==> config.mk <==
export PLATFORM = sky130hd
export DESIGN_NAME = tc_capture_ctrl
export DESIGN_NICKNAME = d
export VERILOG_FILES = /design/src/rtl/tc_capture_ctrl.sv
export SDC_FILE = /design/constraint.sdc
export NUM_CORES = 1
export LEC_CHECK = 0
export CAP_MARGIN = 40
export CORE_ASPECT_RATIO = 1.75
export CORE_UTILIZATION = 45
export CTS_BUF_LIST = sky130_fd_sc_hd__clkbuf_8
export DETAILED_ROUTE_END_ITERATION = 10
export GPL_ROUTABILITY_DRIVEN = 0
export PLACE_DENSITY = 0.68
export RECOVER_POWER = 100
export SYNTH_ARGS = -nofsm -noshare
export SYNTH_HDL_FRONTEND = slang
export SYNTH_SLANG_ARGS = --single-unit
==> constraint.sdc <==
create_clock -name clk -period 4.45 [get_ports clk]
set_clock_uncertainty 0.1 [all_clocks]
set_input_delay 0.6675 -clock clk [delete_from_list [all_inputs] [get_ports clk]]
set_output_delay 0.6675 -clock clk [all_outputs]
set_load 0.05 [all_outputs]
==> src/rtl/tc_capture_ctrl.sv <==
// ============================================================================
//  Module      : tc_capture_ctrl
//  Description : Acquisition sequencer for the time-compensated sample stream.
//                Per laser trigger: wait a programmable delay, then open a
//                capture window of gate_num gates x gate_len samples. Repeats
//                for pulse_num pulses, then reports frame completion.
//  Revision    : 1.0 - initial release
// ============================================================================
`default_nettype none

module tc_capture_ctrl #(
    parameter int DELAY_W = 16,
    parameter int GLEN_W  = 10,
    parameter int GNUM_W  = 8,
    parameter int PNUM_W  = 16
) (
    input  logic               clk,
    input  logic               rst,
    input  logic [3:0]         trigger,
    input  logic               trigger_tc_ready,
    input  logic               start,
    input  logic               abort,
    input  logic [DELAY_W-1:0] cfg_delay,
    input  logic [GLEN_W-1:0]  cfg_gate_len,
    input  logic [GNUM_W-1:0]  cfg_gate_num,
    input  logic [PNUM_W-1:0]  cfg_pulse_num,
    output logic               gate_en,
    output logic               gate_first,
    output logic               gate_last,
    output logic [GNUM_W-1:0]  gate_idx,
    output logic [PNUM_W-1:0]  pulse_idx,
    output logic               busy,
    output logic               frame_done,
    output logic               cfg_err,
    output logic [15:0]        missed_trig
);

    localparam logic [2:0] c_IDLE  = 3'd0;
    localparam logic [2:0] c_ARM   = 3'd1;
    localparam logic [2:0] c_DELAY = 3'd2;
    localparam logic [2:0] c_GATE  = 3'd3;
    localparam logic [2:0] c_DONE  = 3'd4;

    localparam logic [DELAY_W-1:0] c_DELAY_ONE = DELAY_W'(1);
    localparam logic [GLEN_W-1:0]  c_GLEN_ONE  = GLEN_W'(1);
    localparam logic [GNUM_W-1:0]  c_GNUM_ONE  = GNUM_W'(1);
    localparam logic [PNUM_W-1:0]  c_PNUM_ONE  = PNUM_W'(1);

    logic [2:0]         r_state;
    logic               r_trig_d;
    logic [DELAY_W-1:0] r_delay;
    logic [DELAY_W-1:0] r_dcnt;
    logic [GLEN_W-1:0]  r_len_m1;
    logic [GNUM_W-1:0]  r_num_m1;
    logic [PNUM_W-1:0]  r_pnum_m1;
    logic [GLEN_W-1:0]  r_samp;

    logic               w_trig_edge;
    logic               w_cfg_ok;
    logic [GLEN_W-1:0]  w_samp_nxt;

    assign w_trig_edge = (|trigger) & ~r_trig_d;
    assign w_cfg_ok    = (cfg_gate_len != '0) && (cfg_gate_num != '0) &&
                         (cfg_pulse_num != '0);
    assign w_samp_nxt  = r_samp + c_GLEN_ONE;

    // Previous OR of the trigger bus, for rising-edge detection
    always_ff @(posedge clk) begin
        if (rst) r_trig_d <= 1'b0;
        else     r_trig_d <= |trigger;
    end

    // Sequencer: state, latched config, counters and all registered outputs
    always_ff @(posedge clk) begin
        if (rst) begin
            r_state     <= c_IDLE;
            r_delay     <= '0;
            r_dcnt      <= '0;
            r_len_m1    <= '0;
            r_num_m1    <= '0;
            r_pnum_m1   <= '0;
            r_samp      <= '0;
            gate_en     <= 1'b0;
            gate_first  <= 1'b0;
            gate_last   <= 1'b0;
            gate_idx    <= '0;
            pulse_idx   <= '0;
            busy        <= 1'b0;
            frame_done  <= 1'b0;
            cfg_err     <= 1'b0;
            missed_trig <= '0;
        end else begin
            frame_done <= 1'b0;
            cfg_err    <= 1'b0;

            // A trigger during an open acquisition is dropped but counted
            if (w_trig_edge && (r_state == c_DELAY || r_state == c_GATE) &&
                missed_trig != 16'hFFFF)
                missed_trig <= missed_trig + 16'd1;

            if (r_state == c_IDLE) begin
                if (start) begin
                    if (w_cfg_ok) begin
                        r_delay     <= cfg_delay;
                        r_len_m1    <= cfg_gate_len - c_GLEN_ONE;
                        r_num_m1    <= cfg_gate_num - c_GNUM_ONE;
                        r_pnum_m1   <= cfg_pulse_num - c_PNUM_ONE;
                        pulse_idx   <= '0;
                        gate_idx    <= '0;
                        missed_trig <= '0;
                        busy        <= 1'b1;
                        r_state     <= c_ARM;
                    end else begin
                        cfg_err <= 1'b1;
                    end
                end
            end else if (abort) begin
                // Abort drops the window immediately; counters keep their values
                r_state    <= c_IDLE;
                busy       <= 1'b0;
                gate_en    <= 1'b0;
                gate_first <= 1'b0;
                gate_last  <= 1'b0;
            end else begin
                case (r_state)
                    c_ARM: begin
                        if (w_trig_edge && trigger_tc_ready) begin
                            if (r_delay == '0) begin
                                r_state    <= c_GATE;
                                r_samp     <= '0;
                                gate_en    <= 1'b1;
                                gate_first <= 1'b1;
                                gate_last  <= (r_len_m1 == '0);
                            end else begin
                                r_dcnt  <= r_delay - c_DELAY_ONE;
                                r_state <= c_DELAY;
                            end
                        end
                    end
                    c_DELAY: begin
                        if (r_dcnt == '0) begin
                            r_state    <= c_GATE;
                            r_samp     <= '0;
                            gate_en    <= 1'b1;
                            gate_first <= 1'b1;
                            gate_last  <= (r_len_m1 == '0);
                        end else begin
                            r_dcnt <= r_dcnt - c_DELAY_ONE;
                        end
                    end
                    c_GATE: begin
                        if (r_samp == r_len_m1) begin
                            if (gate_idx == r_num_m1) begin
                                // Window complete for this pulse
                                gate_en    <= 1'b0;
                                gate_first <= 1'b0;
                                gate_last  <= 1'b0;
                                if (pulse_idx == r_pnum_m1) begin
                                    r_state    <= c_DONE;
                                    frame_done <= 1'b1;
                                end else begin
                                    pulse_idx <= pulse_idx + c_PNUM_ONE;
                                    gate_idx  <= '0;
                                    r_state   <= c_ARM;
                                end
                            end else begin
                                gate_idx   <= gate_idx + c_GNUM_ONE;
                                r_samp     <= '0;
                                gate_first <= 1'b1;
                                gate_last  <= (r_len_m1 == '0);
                            end
                        end else begin
                            r_samp     <= w_samp_nxt;
                            gate_first <= 1'b0;
                            gate_last  <= (w_samp_nxt == r_len_m1);
                        end
                    end
                    c_DONE: begin
                        r_state <= c_IDLE;
                        busy    <= 1'b0;
                    end
                    default: begin
                        r_state <= c_IDLE;
                        busy    <= 1'b0;
                    end
                endcase
            end
        end
    end

endmodule

`default_nettype wire

Word level (Yosys, flattened, before mapping)
Index checks and enable logic that the tools add are counted.
Word-level totals
  register bits after elaboration: 126
  input bits: 59
  output and inout port bits: 46
  logic and storage cells: 161
Operators by class
  $add $sub $neg: 9
  eq/ne operators: 29
  muxes and demuxes: 66
  bitwise gates (word level): 8
  reduce and logical (&&, ||, !) cells: 32
Operator list (number)
  two-way mux 16 bit: 15
  two-way mux 8 bit: 8
  two-way mux 10 bit: 5
  subtractor 16 x 1 -> 16 bit (second input constant): 3
  adder 16 x 1 -> 16 bit (second input constant): 2
  zero test 16 bit: 2
  one-hot mux 16 bit (2 select lines): 1
  one-hot mux 10 bit (3 select lines): 1
  two-way mux 3 bit: 9
  two-way mux 1 bit: 23
  AND reduction 7 bit: 3
  equality test 10 bit: 2
  AND reduction 6 bit: 3
  equality test 16 bit: 1
  != test 16 bit (second input constant): 1
  nonzero test 16 bit: 1
  != test 2 bit (second input constant): 7
  != test 3 bit (second input constant): 4
  != test 4 x 2 -> 1 bit (second input constant): 3
  adder 10 x 1 -> 10 bit (second input constant): 1
  zero test 10 bit: 1
  nonzero test 10 bit: 1
  subtractor 10 x 1 -> 10 bit (second input constant): 1
  != test 3 x 2 -> 1 bit (second input constant): 3
  other kinds (24): 43

Logic depth before layout (Yosys ltp)
  depth in word-level cells: 8
  mapped depth: 13
  mapped depth without buffers: 9

Least setup slack after synthesis
OpenSTA, ideal clock, no wires.
  path kind: register -> register
  from: register r_state[2]
  to: register r_dcnt[14]
  setup time: 0.132 ns
  arrival: 2.884 ns
  required time: 4.218 ns
  slack: 1.334 ns
  cell stages (with the launch flop): 13
  buffers on the path: 5
  clock period less this slack: 3.116 ns
  cells stage by stage: dfxtp_1 > clkbuf_1 > or3b_2 > clkbuf_1 > clkbuf_1 > clkbuf_1 > mux2i_1 > ha_1 > o21ai_0 > clkbuf_1 > o311a_1 > o21ai_0 > a21oi_1
On the way
  word-level cells in the longest chain between the ends: 3
  elaborated cells between the ends (all ways): 10
  classes of those cells: eq/ne: 5; mux: 1; bitwise: 1; reduce/logical: 3
Ends and longest elaborated chain
  from (decl): RTL line 49  | logic [2:0] r_state;
  from (signal assigned): RTL line 76  | r_state <= c_IDLE;
  from (signal assigned): RTL line 112  | r_state <= c_ARM;
  from (signal assigned): RTL line 119  | r_state <= c_IDLE;
  equality test 3 x 1 -> 1 bit (tied with other cells): RTL line 125  | case (r_state)
  != test 2 bit (no source line) (tied with other cells)
  AND reduction 6 bit (no source line)
  to (signal assigned): RTL line 135  | r_dcnt <= r_delay - c_DELAY_ONE;
  to (signal assigned): RTL line 148  | r_dcnt <= r_dcnt - c_DELAY_ONE;
  to (decl): RTL line 52  | logic [DELAY_W-1:0] r_dcnt;
Parallel ways exist; a longest one is shown, timed or not.
A chain may end at the register's enable or synchronous reset.

Worst setup path after layout
  from: input cfg_pulse_num[0]
  to: register pulse_idx[15]
On the way
  word-level cells in the longest chain between the ends: 4
Ends and longest elaborated chain
  from (decl): RTL line 26  | input logic [PNUM_W-1:0] cfg_pulse_num,
  nonzero test 16 bit: RTL line 64  | (cfg_pulse_num != '0);
  logical AND 1 bit: RTL line 63  | assign w_cfg_ok = (cfg_gate_len != '0) && (cfg_gate_num != '0) &&
  != test 2 bit (no source line)
  AND reduction 7 bit (no source line)
  to (signal assigned): RTL line 162  | pulse_idx <= pulse_idx + c_PNUM_ONE;
  to (decl): RTL line 31  | output logic [PNUM_W-1:0] pulse_idx,
Every way passes these cells.

==> flow_metrics.tcl <==
set metrics [dict create \
    totalPowerFinal_mw 2.831 \
    h-tree-depth 4 \
    synthFlopType "dfxtp_1" \
    cts_hold_buf 0 \
    drive_above_1_share 0.05785 \
    cts_sinks 126 \
    syn_nets 934 \
    dieArea_um2 16000 \
    insertedDiodeCount 0 \
    wl_per_cell_um 15.92 \
    io_pins 105 \
    cts-buffers-inserted 17 \
    peakVddDrop_mv 0.2083 \
    cts_setup_buffers 0 \
    synth_area_leaders "dfxtp_1 (36%), xnor2_1 (6.9%), xor2_1 (6.8%)" \
    cts_buffer_depth 2 \
    arrival_ps 3920 \
    dpl.hpwl_um 13700 \
    root_buffer "clkbuf_8" \
    synth_cell_types 65 \
    hold_depth 2 \
    antenna_left 0 \
    cts_resized 0 \
    grt_pass1_vias 6214 \
    vias 6525 \
    critPathMaxFanout 44 \
    rsz0062_at_grt "no" \
    route.detailed.drc 0 \
    cts.clk_slew.worst_paths_ps 80 \
    num-fill-cells 1433 \
    core_area_um2 14990 \
    path_class "in -> reg" \
    slew_headroom 0.04122 \
    grt_pass1_wl_um 29970 \
    synth_seq_cells 126 \
    syn-cell-area_um2 6965 \
    antenna_found_initial 0 \
    setup_violations 0 \
    worstHoldEndpoint "r_delay[10]" \
    min_period_over_period 0.8182 \
    worstHoldStart "r_delay[10]" \
    synth_top_area_share 0.3621 \
    crit_path_start_kind "primary input" \
    r2r-end "pulse_idx[15]" \
    dp.cells 1119 \
    finalHoldViolCount 0 \
    leakage_nw 3.173 \
    viasPerCell 5.669 \
    cts_tree "yes" \
    p_per_area_nw_per_um2 333.2 \
    synth_edf_count 0 \
    drv_cap 0 \
    worst_slew_pin_slew_ps 1426 \
    start_util 0.4648 \
    clk_latency_ps 440 \
    area_delta_synth_final_pct 21.95 \
    hp-class "reg -> reg" \
    required_ps 4730 \
    die-width_um 96.05 \
    grt_start_max_net_pins 62 \
    fin_tns_setup_ps 0 \
    syn_inst 865 \
    dr.pass1.iters 5 \
    finalCriticalPeriod_ps 3641 \
    routed_wl_um 18320 \
    fmax_mhz 274.7 \
    endpoint_kind "flop" \
    ys_seq_area_frac 0.3621 \
    yosysTopAreaCell "dfxtp_1" \
    die_h_um 166.6 \
    slew_violations 0 \
    drtIter0Drc 187 \
    grt_usage 0.2362 \
    hold_slack_ps 364.7 \
    grt_overflow 0 \
    r2r_slack_ps 1110 \
    r2r_start "r_state[0]" \
    placementRows 59 \
    num-nets-final 1024 \
    ys_warn_count 0 \
    syn_area_per_cell_um2 8.053 \
    synthArstFlopShare 0 \
    reg2regPathDepth 7 \
    stdcell_count 1151 \
    portBuffers 104 \
    outcome "finished, final reports clean" \
]
==> cell families after synthesis <==
logic type,after synthesis,synth area share
mux,15,0.02173
buf+inv,61,0.03449
xor+xnor,109,0.1371
compound gates,173,0.1590
simple gates,371,0.2676
flops,126,0.3621
fa+ha+maj,10,0.01796
==> placed cells by master (no fill, tap or decap), drive strengths merged, types with 6 or more instances in the layout <==
cell type      instances
nand2                 83
o21ai                 40
clkdlybuf4s50         55
nand3                 21
clkbuf                23
nor3                  33
and2                   7
inv                   16
nor4                  27
a21oi                 50
dfxtp                126
nand4                 17
or3                   16
o2111ai                9
xor2                  54
and3                  11
or4                    9
clkinv                 6
buf                    9
and4                   7
xnor2                 55
a31oi                  8
ha                    10
a211oi                34
dlygate4sd3           48
mux2i                 14
nor2                 119
==> stage by stage <==
step                area [um2]    util  setup slack (ps)
floorplan                 6965       -              1334
global placement          8152  0.5440             359.0
detailed placement        8164  0.5448             830.7
CTS                       8546  0.5703              1221
global route              8494  0.5668             616.4
finish                    8494  0.5668             809.1
==> power by group <==
part | switching, mW | total, mW | internal (mW)
Combinational | 0.345 | 0.590 | 0.245
Clock | 0.479 | 0.972 | 0.493
Sequential | 0.0750 | 1.27 | 1.19
Total | 0.899 | 2.83 | 1.93
==> synth_stat cells (3+ instances only) <==
| library cell | instances |
|---|---|
| nand3b_1 | 3 |
| a22oi_1 | 3 |
| a31oi_1 | 8 |
| a211oi_1 | 34 |
| clkbuf_1 | 39 |
| or4_1 | 7 |
| o21ai_0 | 38 |
| and4_1 | 7 |
| nor3b_1 | 4 |
| nand3_1 | 21 |
| xor2_1 | 54 |
| buf_2 | 6 |
| dfxtp_1 | 126 |
| a21oi_1 | 50 |
| or3_1 | 15 |
| o211ai_1 | 5 |
| nand2b_1 | 3 |
| mux2i_1 | 14 |
| nor3_1 | 32 |
| ha_1 | 10 |
| nand2_1 | 83 |
| and3_1 | 11 |
| nor4_1 | 25 |
| nand4_1 | 17 |
| o2111ai_1 | 9 |
| nor2_1 | 118 |
| o31ai_1 | 4 |
| and2_1 | 7 |
| inv_1 | 14 |
| xnor2_1 | 55 |
==> layout make-up <==
cell class | count | area (um2) | share of cell area
clock buffer | 17 | 234.0 | 0.02754
clock inverter | 15 | 147.6 | 0.01738
inverter | 14 | 52.55 | 0.006186
multi-input combinational | 678 | 4192 | 0.4934
sequential | 126 | 2522 | 0.2970
tap | 183 | 229.0 | 0.02696
timing repair buffer | 118 | 1117 | 0.1315
==> routing by layer <==
metal  track usage  routed length [um]
met1        0.2622                7578
met2        0.4295                9688
met3       0.03653                 601
met4       0.09994                 453
met5             0                   0
==> worst max path at each step <==
stage | slack, ps | endpoint | startpoint | depth (start not counted)
2_1_floorplan | 1330 | r_dcnt[14] | r_state[2] | 12
3_3_place_gp | 360 | pulse_idx[15] | cfg_gate_len[0] | 10
3_5_place_dp | 830 | r_delay[0] | cfg_gate_len[0] | 10
4_1_cts | 1220 | r_dcnt[12] | r_state[1] | 9
5_1_grt | 620 | pulse_idx[15] | cfg_pulse_num[0] | 11
6_report | 810 | pulse_idx[15] | cfg_pulse_num[0] | 11
==> registers in the layout, indices dropped and copies added, names as in the netlist <==
signal,count
busy,1
cfg_err,1
frame_done,1
gate_en,1
gate_first,1
gate_idx,8
gate_last,1
missed_trig,16
pulse_idx,16
r_dcnt,16
r_delay,16
r_len_m1,10
r_num_m1,8
r_pnum_m1,16
r_samp,10
r_state,3
r_trig_d,1
==> worst max-delay path, cell delays in order <==
cell and delay [ps]:
dlygate4sd3_1 570, inv_1 50, ha_1 220, nor3b_1 180
nand4_1 130, nor3_1 80, nor3_1 520, clkbuf_2 740
o21ai_0 220, or3_1 370, a21oi_1 140
Power figures use the tool's default switching activity.
==> RTL change: new RTL, same flow settings <==
Set the parameter `GLEN_W` to 14 (it was 10).
--- a/src/rtl/tc_capture_ctrl.sv
+++ b/src/rtl/tc_capture_ctrl.sv
@@ -10,7 +10,7 @@
 
 module tc_capture_ctrl #(
     parameter int DELAY_W = 16,
-    parameter int GLEN_W  = 10,
+    parameter int GLEN_W  = 14,
     parameter int GNUM_W  = 8,
     parameter int PNUM_W  = 16
 ) (
Ports: changed (resized cfg_gate_len); port bits go from 105 to 109. The function was not compared with the original's and may differ.
==> RTL change against the original RTL <==
- setup slack got worse by 0.087 ns
- synthesized cell count rose by 8.4%
- design area is 6.4% higher
- wire length rose by 9.9%
- area after synthesis increased by 6.8%
- power grew 1.8%
- combinational power shrank 26%
- sequential cell count up 8
- highest routed layer unchanged
==> RTL change: results (changes against the original RTL) <==
* Pwr Density at 319 nW/um^2 (-4.3%)
* Crit path DAT at 4.02 ns (+0.10 ns)
* DR vias at 7059 (+8.2%)
* First-pass GRT wire length at 33100 um (+10%)
* Largest net degree at the start of global routing at 50 (-19%)
* Clock power frac at 0.396 (+0.053)
* Pleak at 3.41 nW (+7.5%)
* Final hold slack at 0.383 ns (+0.0181 ns)
* Non-CTS inverters at 23 (+9)
* Post-Synth XOR/XNOR Area at 0.134 (-0.00278)
* FF-to-FF End: r_dcnt[14]
* Total power at 2.88 mW (+1.8%)
* Synth top cells by count: 134 x dfxtp_1, 122 x nor2_1, 95 x nand2_1
* Share of cells above drive strength 1 at 0.0425 (-0.0153)
* Post-Syn Instances at 938 (+8.4%)
* Ranking of synthesized cells by area: dfxtp_1 36%, xnor2_1 7.8%, nor2_1 6.2%, xor2_1 5.7%, nand2_1 4.8%
* DRT iter0 DRCs at 347 (+86%)
* Crit path kind: register to register
* Area after DPL at 8650 sq um (+5.9%)
* Worst-Margin Slew at 1.06 ns (-0.362 ns)
* Seq/Total Area, Yosys at 0.361 (-0.00137)
* Synthesis-to-finish area growth at 21.6%
* Non-clk bufs at 120 (+1.7%)
* Comb group at 0.434 mW (-26%)
* DPL Wire Length at 14900 um (+8.9%)
* Post-synthesis compound-gate area fraction at 0.170 (+0.0108)
* Max VDD drop at 0.156 mV (-25%)
* Tcrit/Tclk final at 0.838 (+0.0196)
* Adder-cell share of the synthesized area at 0.0185 (+0.000546)
* FF+latch count, synth at 134 (+6.3%)
* Outcome: finished, final reports clean
* Register-to-Register Path Depth at 10 (+3)
* Final cell count without fillers at 1224 (+6.3%)
* Multiplexer share of the synthesized area at 0.0162 (-0.00558)
* WL/cell at 16.5 um (+3.4%)
* Post-Place Setup Slack at 0.896 ns (+0.0656 ns)
* # fillers at 1513 (+5.6%)
* Net total in the final layout at 1097 (+7.1%)
* Hold path endpoint: r_pnum_m1[15]
* Seq area share at 0.297 (about the same)
* Sw Pwr at 0.832 mW (-7.4%)
* Hold Startpoint: r_pnum_m1[15]
* GRT Resource Usage Total at 0.245 (+0.00826)
* Multi-input gates at 727 (+7.2%)
* Worst-path fanout max at 19 (-57%)
==> RTL change: logic make-up (layout without fill, tap and decap cells) <==
| group | Yosys count | count (layout) |
|---|---|---|
| simple gates | 397 | 397 |
| compound gates | 193 | 193 |
| flops | 134 | 134 |
| xor+xnor | 114 | 114 |
| buf+inv | 77 | 174 |
| mux | 12 | 12 |
| fa+ha+maj | 11 | 11 |
==> RTL change: routing by layer <==
metal,track usage,vias to the layer above,share of wire
met4,0.102,0,0.032
met3,0.0400,51,0.036
met2,0.469,184,0.53
met5,0,-,0
met1,0.262,3300,0.40
li1,-,3524,-
==> RTL change: critical path: stages, from the launching register on <==
cell and delay (ns):
dfxtp_1 0.54, or3b_1 0.17, clkbuf_1 0.78, mux2i_1 0.32, ha_1 0.28, inv_1 0.11
or4_1 0.67, nor3_1 0.23, xnor2_1 0.09, a211o_1 0.29, a21oi_1 0.11
